File: config.mk
export PLATFORM = sky130hd
export DESIGN_NAME = uart_alu_if
export DESIGN_NICKNAME = d
export VERILOG_FILES = /design/src/rtl/uart_alu_if.sv
export SDC_FILE = /design/constraint.sdc
export NUM_CORES = 1
export LEC_CHECK = 0
export ABC_AREA = 1
export CAP_MARGIN = 20
export CORE_ASPECT_RATIO = 1.2
export CORE_MARGIN = 5
export CORE_UTILIZATION = 38
export CTS_CLUSTER_DIAMETER = 200
export CTS_CLUSTER_SIZE = 14
export DETAILED_ROUTE_END_ITERATION = 16
export SLEW_MARGIN = 20
export SYNTH_ARGS = -nofsm -noshare
export SYNTH_HDL_FRONTEND = slang
export SYNTH_SLANG_ARGS = --single-unit
File: constraint.sdc
create_clock -name i_clk -period 2.13 [get_ports i_clk]
set_input_delay 0.3195 -clock i_clk [delete_from_list [all_inputs] [get_ports i_clk]]
set_output_delay 0.3195 -clock i_clk [all_outputs]
set_load 0.01 [all_outputs]
File: src/rtl/uart_alu_if.sv
// uart_alu_if
// Bridges a byte-oriented UART to a small ALU. Three received bytes form one
// request: operand A, operand B, then an opcode byte whose low NB_OP bits
// select the operation. The result is handed to the transmitter as a single
// byte. No new request is accepted until the transmitter reports completion.
//
// Parameters:
//   NB_DATA    - data byte / operand width
//   NB_OP      - opcode width taken from the low bits of the opcode byte
// Ports:
//   i_clk      - clock, all state changes on the rising edge
//   i_rst_n    - asynchronous active-low reset
//   i_rx_data  - received byte, valid while i_rx_done is high
//   i_rx_done  - receiver strobe, sampled as a level every cycle
//   i_tx_done  - transmitter end-of-byte strobe
//   o_tx_data  - result byte, held stable until the transmitter finishes
//   o_tx_start - one-cycle request to transmit o_tx_data
//   o_op_err   - one-cycle flag, coincident with o_tx_start, for a bad opcode
//   o_overrun  - one-cycle flag for a byte dropped while a result is in flight
module uart_alu_if #(
    parameter int NB_DATA = 8,
    parameter int NB_OP   = 6
) (
    input  logic               i_clk,
    input  logic               i_rst_n,
    input  logic [NB_DATA-1:0] i_rx_data,
    input  logic               i_rx_done,
    input  logic               i_tx_done,
    output logic [NB_DATA-1:0] o_tx_data,
    output logic               o_tx_start,
    output logic               o_op_err,
    output logic               o_overrun
);

    typedef enum logic [2:0] {
        WAIT_A,
        WAIT_B,
        WAIT_OP,
        SEND,
        WAIT_TX
    } state_t;

    localparam logic [NB_OP-1:0] OP_ADD = NB_OP'(6'b100000);
    localparam logic [NB_OP-1:0] OP_SUB = NB_OP'(6'b100010);
    localparam logic [NB_OP-1:0] OP_AND = NB_OP'(6'b100100);
    localparam logic [NB_OP-1:0] OP_OR  = NB_OP'(6'b100101);
    localparam logic [NB_OP-1:0] OP_XOR = NB_OP'(6'b100110);
    localparam logic [NB_OP-1:0] OP_NOR = NB_OP'(6'b100111);
    localparam logic [NB_OP-1:0] OP_SRL = NB_OP'(6'b000010);
    localparam logic [NB_OP-1:0] OP_SRA = NB_OP'(6'b000011);

    // Shift amounts at or beyond the operand width saturate explicitly, so
    // the result never depends on how a tool treats oversized shifts.
    localparam logic [NB_DATA-1:0] SHIFT_LIMIT = NB_DATA'(NB_DATA);

    state_t             state;
    logic [NB_DATA-1:0] op_a;
    logic [NB_DATA-1:0] op_b;
    logic [NB_OP-1:0]   opcode;
    logic [NB_DATA-1:0] alu_result;
    logic               alu_valid;

    // ALU result from the captured operands. It is only consumed in SEND,
    // when all three registers are settled.
    always_comb begin
        alu_result = '0;
        alu_valid  = 1'b1;
        case (opcode)
            OP_ADD: alu_result = op_a + op_b;
            OP_SUB: alu_result = op_a - op_b;
            OP_AND: alu_result = op_a & op_b;
            OP_OR:  alu_result = op_a | op_b;
            OP_XOR: alu_result = op_a ^ op_b;
            OP_NOR: alu_result = ~(op_a | op_b);
            OP_SRL: alu_result = (op_b >= SHIFT_LIMIT) ? '0 : (op_a >> op_b);
            OP_SRA: alu_result = (op_b >= SHIFT_LIMIT) ? {NB_DATA{op_a[NB_DATA-1]}}
                                                       : $unsigned($signed(op_a) >>> op_b);
            default: alu_valid = 1'b0;
        endcase
    end

    // Request sequencer with registered outputs. Pulse outputs default low
    // every cycle so each one lasts exactly one clock. A byte arriving in
    // SEND or WAIT_TX is dropped and only raises o_overrun; the state and
    // operands are left alone, and i_tx_done still takes effect on the
    // same edge.
    always_ff @(posedge i_clk or negedge i_rst_n) begin
        if (!i_rst_n) begin
            state      <= WAIT_A;
            op_a       <= '0;
            op_b       <= '0;
            opcode     <= '0;
            o_tx_data  <= '0;
            o_tx_start <= 1'b0;
            o_op_err   <= 1'b0;
            o_overrun  <= 1'b0;
        end else begin
            o_tx_start <= 1'b0;
            o_op_err   <= 1'b0;
            o_overrun  <= 1'b0;
            case (state)
                WAIT_A: begin
                    if (i_rx_done) begin
                        op_a  <= i_rx_data;
                        state <= WAIT_B;
                    end
                end
                WAIT_B: begin
                    if (i_rx_done) begin
                        op_b  <= i_rx_data;
                        state <= WAIT_OP;
                    end
                end
                WAIT_OP: begin
                    if (i_rx_done) begin
                        opcode <= i_rx_data[NB_OP-1:0];
                        state  <= SEND;
                    end
                end
                SEND: begin
                    o_tx_data  <= alu_result;
                    o_tx_start <= 1'b1;
                    o_op_err   <= ~alu_valid;
                    o_overrun  <= i_rx_done;
                    state      <= WAIT_TX;
                end
                WAIT_TX: begin
                    o_overrun <= i_rx_done;
                    if (i_tx_done) begin
                        state <= WAIT_A;
                    end
                end
                default: state <= WAIT_A;
            endcase
        end
    end

endmodule

==> impl_metrics.tcl, run 1 <==
set metrics [dict create \
    fin_setup_tns_ns -0.4759 \
    clk_pin_slew_ns 0.08 \
    swShare 0.4879 \
    fillers 769 \
    ys_warn_count 0 \
    path_buf_inv 2 \
    clockBufferDepth 2 \
    reg2reg_slack_ns -0.14 \
    maxSlewHeadroom 0.6740 \
    syn-instance-count 455 \
    power_density_nw_per_um2 1691 \
    drv_slew 0 \
    cts_tree "done" \
    cts_sinks 36 \
    grt_max_degree 37 \
    initial_core_util 0.3912 \
    holdBufCountCts 0 \
    final_nets 563 \
    r2r-start "op_b[0]$_DFFE_PN0P_" \
    ys_ff_latch 36 \
    synth-seq-area-share 0.2988 \
    cp_top_family "simple AND/OR/NAND/NOR gates" \
    syn_area_um2 3015 \
    cp_slowest_cell "dfrtp_2" \
    max_freq_mhz 440.8 \
    p_leak_uw 0.002049 \
    hp-class "in2async" \
    fin_cells 619 \
    seq_area_um2 903.4 \
    die_h_um 107.6 \
    slowest_delay_ns 0.45 \
    rows 35 \
    r2r_cells 16 \
    gr-total-overflow 0 \
    die_area_um2 9824 \
    drt-pass1-iter-count 5 \
    grt_first_pass_wirelength_um 14440 \
    area_delta_synth_final_pct 29.96 \
    fin_crit_sh 1.065 \
    numCtsBuffers 5 \
    ant_nets 0 \
    wl_per_cell_um 14.57 \
    status "finished, violations left" \
    antennaDiodeCount 0 \
    h-tree-depth 2 \
    violations "negative setup slack" \
    ios 23 \
    vias_per_cell 4.992 \
    cpMostUsedCell "nand2_1" \
    power.share.clock 0.078 \
    vdd_drop_max_mv 0.7733 \
    worst_slack_ns -0.1389 \
    drc 0 \
    synth_fp_nets 492 \
    dp_hpwl_um 7148 \
    setup_violations 6 \
    dp.cells 601 \
    synthDistinctLibCells 32 \
    avgSynthCellArea_um2 6.627 \
    place_ws_ns -0.2437 \
    hold_viol_final 0 \
    cp_cell_sequence "nor2_4 > nand2_2 > nor3_4 > inv_1 > nand2_1 > xor2_1 > inv_1 > ha_4 > nand2_2 > or2_4 > nand4_1 > a21oi_2 > nor2_2 > nand2_1 > nand2_1 > nand2_1" \
    antenna_found_initial 0 \
    p_switching_uw 3234 \
    start_kind "register" \
    cp_max_fo 4 \
    finalPower_uw 6628 \
    drive_above_1_share 0.2201 \
    skew_ns 0.007695 \
    core-area_um2 7707 \
    insertion_delay_ns 0.29 \
    place_congestion 0.9991 \
    die_w_um 91.32 \
    comb_power_share 0.723 \
    worstMarginPinSlew_ns 0.4891 \
    intPower_uw 3394 \
    min_period_ns 2.269 \
    multi_input_comb_area_um2 1981 \
    hold_slack_ns 0.06787 \
    maxCapViolations 0 \
    p_seq_frac 0.199 \
    cts-root-buf "clkbuf_8" \
    drtIter0Drc 164 \
    cp-end-kind "register" \
    io_buffers 22 \
    r2r-end "o_tx_data[6]$_DFFE_PN0P_" \
    setup.worst_path.class "reg2reg" \
    grt_usage 0.1845 \
    first_global_vias 3014 \
    rsz0062_at_grt "true" \
    wirelength_um 9021 \
    required_ns 2.32 \
    dr_total_vias 3090 \
    critPathArrivalTime_ns 2.46 \
]
## power groups by stage
| stage | sequential (uW) | clock (uW) | combinational, uW |
|---|---|---|---|
| finish | 1320 | 516 | 4790 |
| global route | 1360 | 558 | 5380 |
| CTS | 1310 | 533 | 4420 |
| detailed placement | 1310 | 0 | 4200 |
| global placement | 1310 | 0 | 4150 |
| floorplan | 1290 | 0 | 2730 |
## worst max path at each step
stage                                    end  cells past startpoint                   from
finish              o_tx_data[6]$_DFFE_PN0P_                     16    op_b[0]$_DFFE_PN0P_
detailed placement  o_tx_data[7]$_DFFE_PN0P_                     15  opcode[2]$_DFFE_PN0P_
global placement    o_tx_data[6]$_DFFE_PN0P_                     16    op_b[1]$_DFFE_PN0P_
global route        o_tx_data[6]$_DFFE_PN0P_                     17    op_b[0]$_DFFE_PN0P_
floorplan           o_tx_data[6]$_DFFE_PN0P_                     17    op_b[1]$_DFFE_PN0P_
CTS                 o_tx_data[6]$_DFFE_PN0P_                     16    op_b[1]$_DFFE_PN0P_
## stage by stage
stage | util | cell area, um2
final | 0.5084 | 3919
after global routing | 0.5084 | 3919
after CTS | 0.4938 | 3806
after detailed placement | 0.4745 | 3657
after global placement | 0.4745 | 3657
after floorplan | - | 3088
## Yosys cell counts
cell	count	area, um2
a21oi_1	14	70.07
a21oi_2	1	8.760
and3_1	1	6.260
buf_2	1	5.000
clkbuf_1	4	15.01
clkbuf_8	3	41.29
clkinv_1	1	3.750
dfrtp_1	36	900.9
fa_1	1	20.02
ha_1	24	300.3
inv_1	56	210.2
inv_2	2	7.510
nand2_1	169	634.4
nand2_2	2	12.51
nand2_4	1	11.26
nand3_1	33	165.2
nand3_2	1	10.01
nand3b_1	1	7.510
nand4_1	12	75.07
nor2_1	24	90.09
nor2_2	8	50.05
nor2_4	4	45.04
nor3_1	2	10.01
nor3_2	1	10.01
o211ai_1	2	15.01
o21ai_0	37	185.2
o21ai_1	2	10.01
o21ai_2	1	8.760
o22ai_1	1	6.260
or2_2	3	18.77
xnor2_1	1	8.760
xor2_1	6	52.55
## cell usage in the layout (no fill, tap or decap), drive strengths merged
cell type	synthesis	final
a21oi	15	15
xor2	6	6
nand3b	1	1
nand3	34	34
ha	24	24
o22ai	1	1
fa	1	1
inv	58	58
buf	1	51
nand2	172	172
o211ai	2	2
clkinv	1	1
nor3	3	3
or2	3	3
xnor2	1	1
o21ai	40	40
clkdlybuf4s50	0	21
nand4	12	12
nor2	36	36
clkbuf	7	8
dfrtp	36	36
and3	1	1
## state kept, by name, indices dropped and copies added, names as in the netlist
| register | flops |
|---|---|
| o_overrun | 1 |
| o_tx_start | 1 |
| state | 3 |
| o_tx_data | 8 |
| opcode | 6 |
| op_a | 8 |
| o_op_err | 1 |
| op_b | 8 |
## timing repair
item | CTS | global route
pin swaps | 3 | 24
resized for setup | 10 | 21
endpoints found under the hold margin | 0 | 0
endpoints found under the setup margin | 7 | 7
buffers inserted | 5 | 6
## layer usage
metal	track usage	vias up	part of all wire
li1	-	1594	-
met1	0.2306	1411	0.44
met2	0.3268	65	0.51
met3	0.02517	20	0.024
met4	0.05765	0	0.024
met5	0	-	0
## worst reg2reg max path, stage by stage, from the launching register on
cell and delay (ns):
dfrtp_2 0.45, nor2_4 0.13, nand2_2 0.07, nor3_4 0.13
inv_1 0.05, nand2_1 0.06, xor2_1 0.15, inv_1 0.09
ha_4 0.30, nand2_2 0.05, or2_4 0.23, nand4_1 0.11
a21oi_2 0.07, nor2_2 0.12, nand2_1 0.06, nand2_1 0.06
nand2_1 0.04
## layout make-up
cell class                 count  share of cell area
multi-input combinational    352              0.5054
sequential                    36              0.2305
timing repair buffer          72              0.1526
inverter                      59             0.05907
tap                           92             0.02937
clock buffer                   8             0.02299
## logic make-up after synthesis
logic type / share of synthesized area
and+or+nand+nor: 0.3801
DFF: 0.2988
buffers and inverters: 0.09377
xor gates and xnor gates: 0.02033
AOI/OAI and AO/OA: 0.1008
adders and majority gates: 0.1062
No activity file was read; power rests on OpenSTA's default activity.
==> run 2, diff against run 1 <==
==> constraint.sdc (replaced) <==
create_clock -name i_clk -period 2.13 [get_ports i_clk]
set_input_delay 0.5325 -clock i_clk [delete_from_list [all_inputs] [get_ports i_clk]]
set_output_delay 0.5325 -clock i_clk [all_outputs]
set_load 0.01 [all_outputs]
==> run 2 against run 1 <==
Against the previous run:
- the flow still finishes with violations (negative setup slack)
- clock power is 7.8% lower
- clock-buffer cell count is 3 lower
- first-iteration DRC count is 64% higher
- cell area is 1.7% lower
- cell count is 0.97% lower
- total power is 2.7% lower
- die area stayed put
- fmax is 2.3% lower
- non-clock buffer count is 6 lower
- critical path depth stayed put
- sequential share of layout area is 0.39 points higher
- largest cell class unchanged
- largest power group unchanged
- highest routed layer unchanged
==> impl_metrics.tcl, run 2 (same netlist as run 1, synthesis figures left out) <==
set metrics [dict create \
    die_h_um 107.6 \
    ant_nets 0 \
    critPathArrivalTime_ns 2.52 \
    initial_core_util 0.3912 \
    top_regs "o_tx_data x8, op_a x8, op_b x8" \
    drc 0 \
    hold_slack_ns 0.2752 \
    die_w_um 91.32 \
    rows 35 \
    max_freq_mhz 430.5 \
    cts-root-buf "clkbuf_8" \
    required_ns 2.32 \
    setup.worst_path.class "reg2reg" \
    hold_viol_final 0 \
    power_density_nw_per_um2 1674 \
    layout_common_cells "nand2_1 (163), inv_1 (50), buf_4 (44)" \
    dr_total_vias 3124 \
    area_delta_synth_final_pct 27.80 \
    first_global_vias 3095 \
    clk_pin_slew_ns 0.08 \
    swShare 0.5002 \
    power.share.clock 0.074 \
    violations "negative setup slack" \
    rsz0062_at_grt "true" \
    cts_sinks 36 \
    p_switching_uw 3226 \
    fin_util 0.5000 \
    skew_ns 0.009407 \
    io_buffers 22 \
    drt-pass1-iter-count 4 \
    worstMarginPinSlew_ns 0.4838 \
    setup_violations 5 \
    grt_first_pass_wirelength_um 14880 \
    cts_tree "done" \
    core-area_um2 7707 \
    maxSlewHeadroom 0.6774 \
    drv_slew 0 \
    cp_max_fo 4 \
    drtIter0Drc 269 \
    fillers 769 \
    p_seq_frac 0.206 \
    ios 23 \
    fin_setup_tns_ns -0.4107 \
    cp-end-kind "register" \
    intPower_uw 3223 \
    dp_hpwl_um 7093 \
    drive_above_1_share 0.2054 \
    h-tree-depth 2 \
    antenna_found_initial 0 \
    min_period_ns 2.323 \
    worst_slack_ns -0.1929 \
    place_congestion 0.9499 \
    hp-class "in2async" \
    wirelength_um 9016 \
    clockBufferDepth 2 \
    numCtsBuffers 5 \
    start_kind "register" \
    gr-total-overflow 0 \
    comb_power_share 0.720 \
    vias_per_cell 5.096 \
    status "finished, violations left" \
    finalPower_uw 6450 \
    antennaDiodeCount 0 \
    vdd_drop_max_mv 0.8326 \
    grt_usage 0.1905 \
    p_leak_uw 0.002013 \
    final_nets 558 \
    maxCapViolations 0 \
    layout_commonest_cell "nand2_1" \
    die_area_um2 9824 \
    fin_crit_sh 1.091 \
    insertion_delay_ns 0.30 \
    wl_per_cell_um 14.71 \
    grt_max_degree 37 \
]
[run 2: area by class of cell]
cell class / count / area (um2) / share of cell area
repair buffers: 66 / 545.5 / 0.1416
flip-flops and latches: 36 / 903.4 / 0.2344
clock buffers: 5 / 68.82 / 0.01786
multi-input cells: 353 / 1977 / 0.5130
well taps: 92 / 115.1 / 0.02987
inverters: 59 / 231.5 / 0.06006
clock inverters: 2 / 12.51 / 0.003247
[run 2: final timing paths]
path,startpoint,to,slack [ns],cells after the start
min,i_rst_n,opcode[5]$_DFFE_PN0P_,0.28,2
max,op_b[0]$_DFFE_PN0P_,o_tx_data[6]$_DFFE_PN0P_,-0.19,16
max in group asynchronous,i_rst_n,op_b[0]$_DFFE_PN0P_,1.50,2
max reg2reg,op_b[0]$_DFFE_PN0P_,o_tx_data[6]$_DFFE_PN0P_,-0.19,16
min in group i_clk,o_tx_data[6]$_DFFE_PN0P_,o_tx_data[6]$_DFFE_PN0P_,0.48,2
min reg2reg,o_tx_data[6]$_DFFE_PN0P_,o_tx_data[6]$_DFFE_PN0P_,0.48,2
[run 2: timing repair]
item	CTS	global route
pin swaps	13	17
hold buffers	0	0
endpoints found under the setup margin	7	7
buffers inserted	3	2
cloned	1	0
gates resized for setup	16	11
[run 2: metal layers]
metal | part of all wire | track usage
met4 | 0.037 | 0.09329
met2 | 0.48 | 0.3144
met5 | 0 | 0
met3 | 0.045 | 0.03566
met1 | 0.43 | 0.2375
[run 2: per-stage QoR]
step	setup WS (ns)	area, um2	std cells
2_1_floorplan	-0.02700	3088	455
3_3_place_gp	-0.2314	3650	600
3_5_place_dp	-0.2232	3650	600
4_1_cts	-0.2142	3796	611
5_1_grt	-0.3608	3854	613
6_report	-0.1929	3854	613
[run 2: worst max-delay path: stages (launching register included)]
cell     delay [ns]
dfrtp_2        0.45
nor2_4         0.13
nand2_2        0.08
nor3_4         0.13
inv_1          0.05
nand2_1        0.07
xor2_1         0.15
inv_1          0.09
ha_4           0.30
nand2_4        0.05
or2_4          0.23
nand4_1        0.11
a21oi_2        0.06
nor2_1         0.12
nand2_1        0.06
nand2_1        0.07
nand2_1        0.05
[run 2: power groups by stage]
stage	registers, uW	clock network, uW	logic, uW
after floorplan	1290	0	2730
after global placement	1310	0	4130
after detailed placement	1320	0	4180
after CTS	1310	498	4380
after global routing	1370	521	5180
final	1330	476	4650
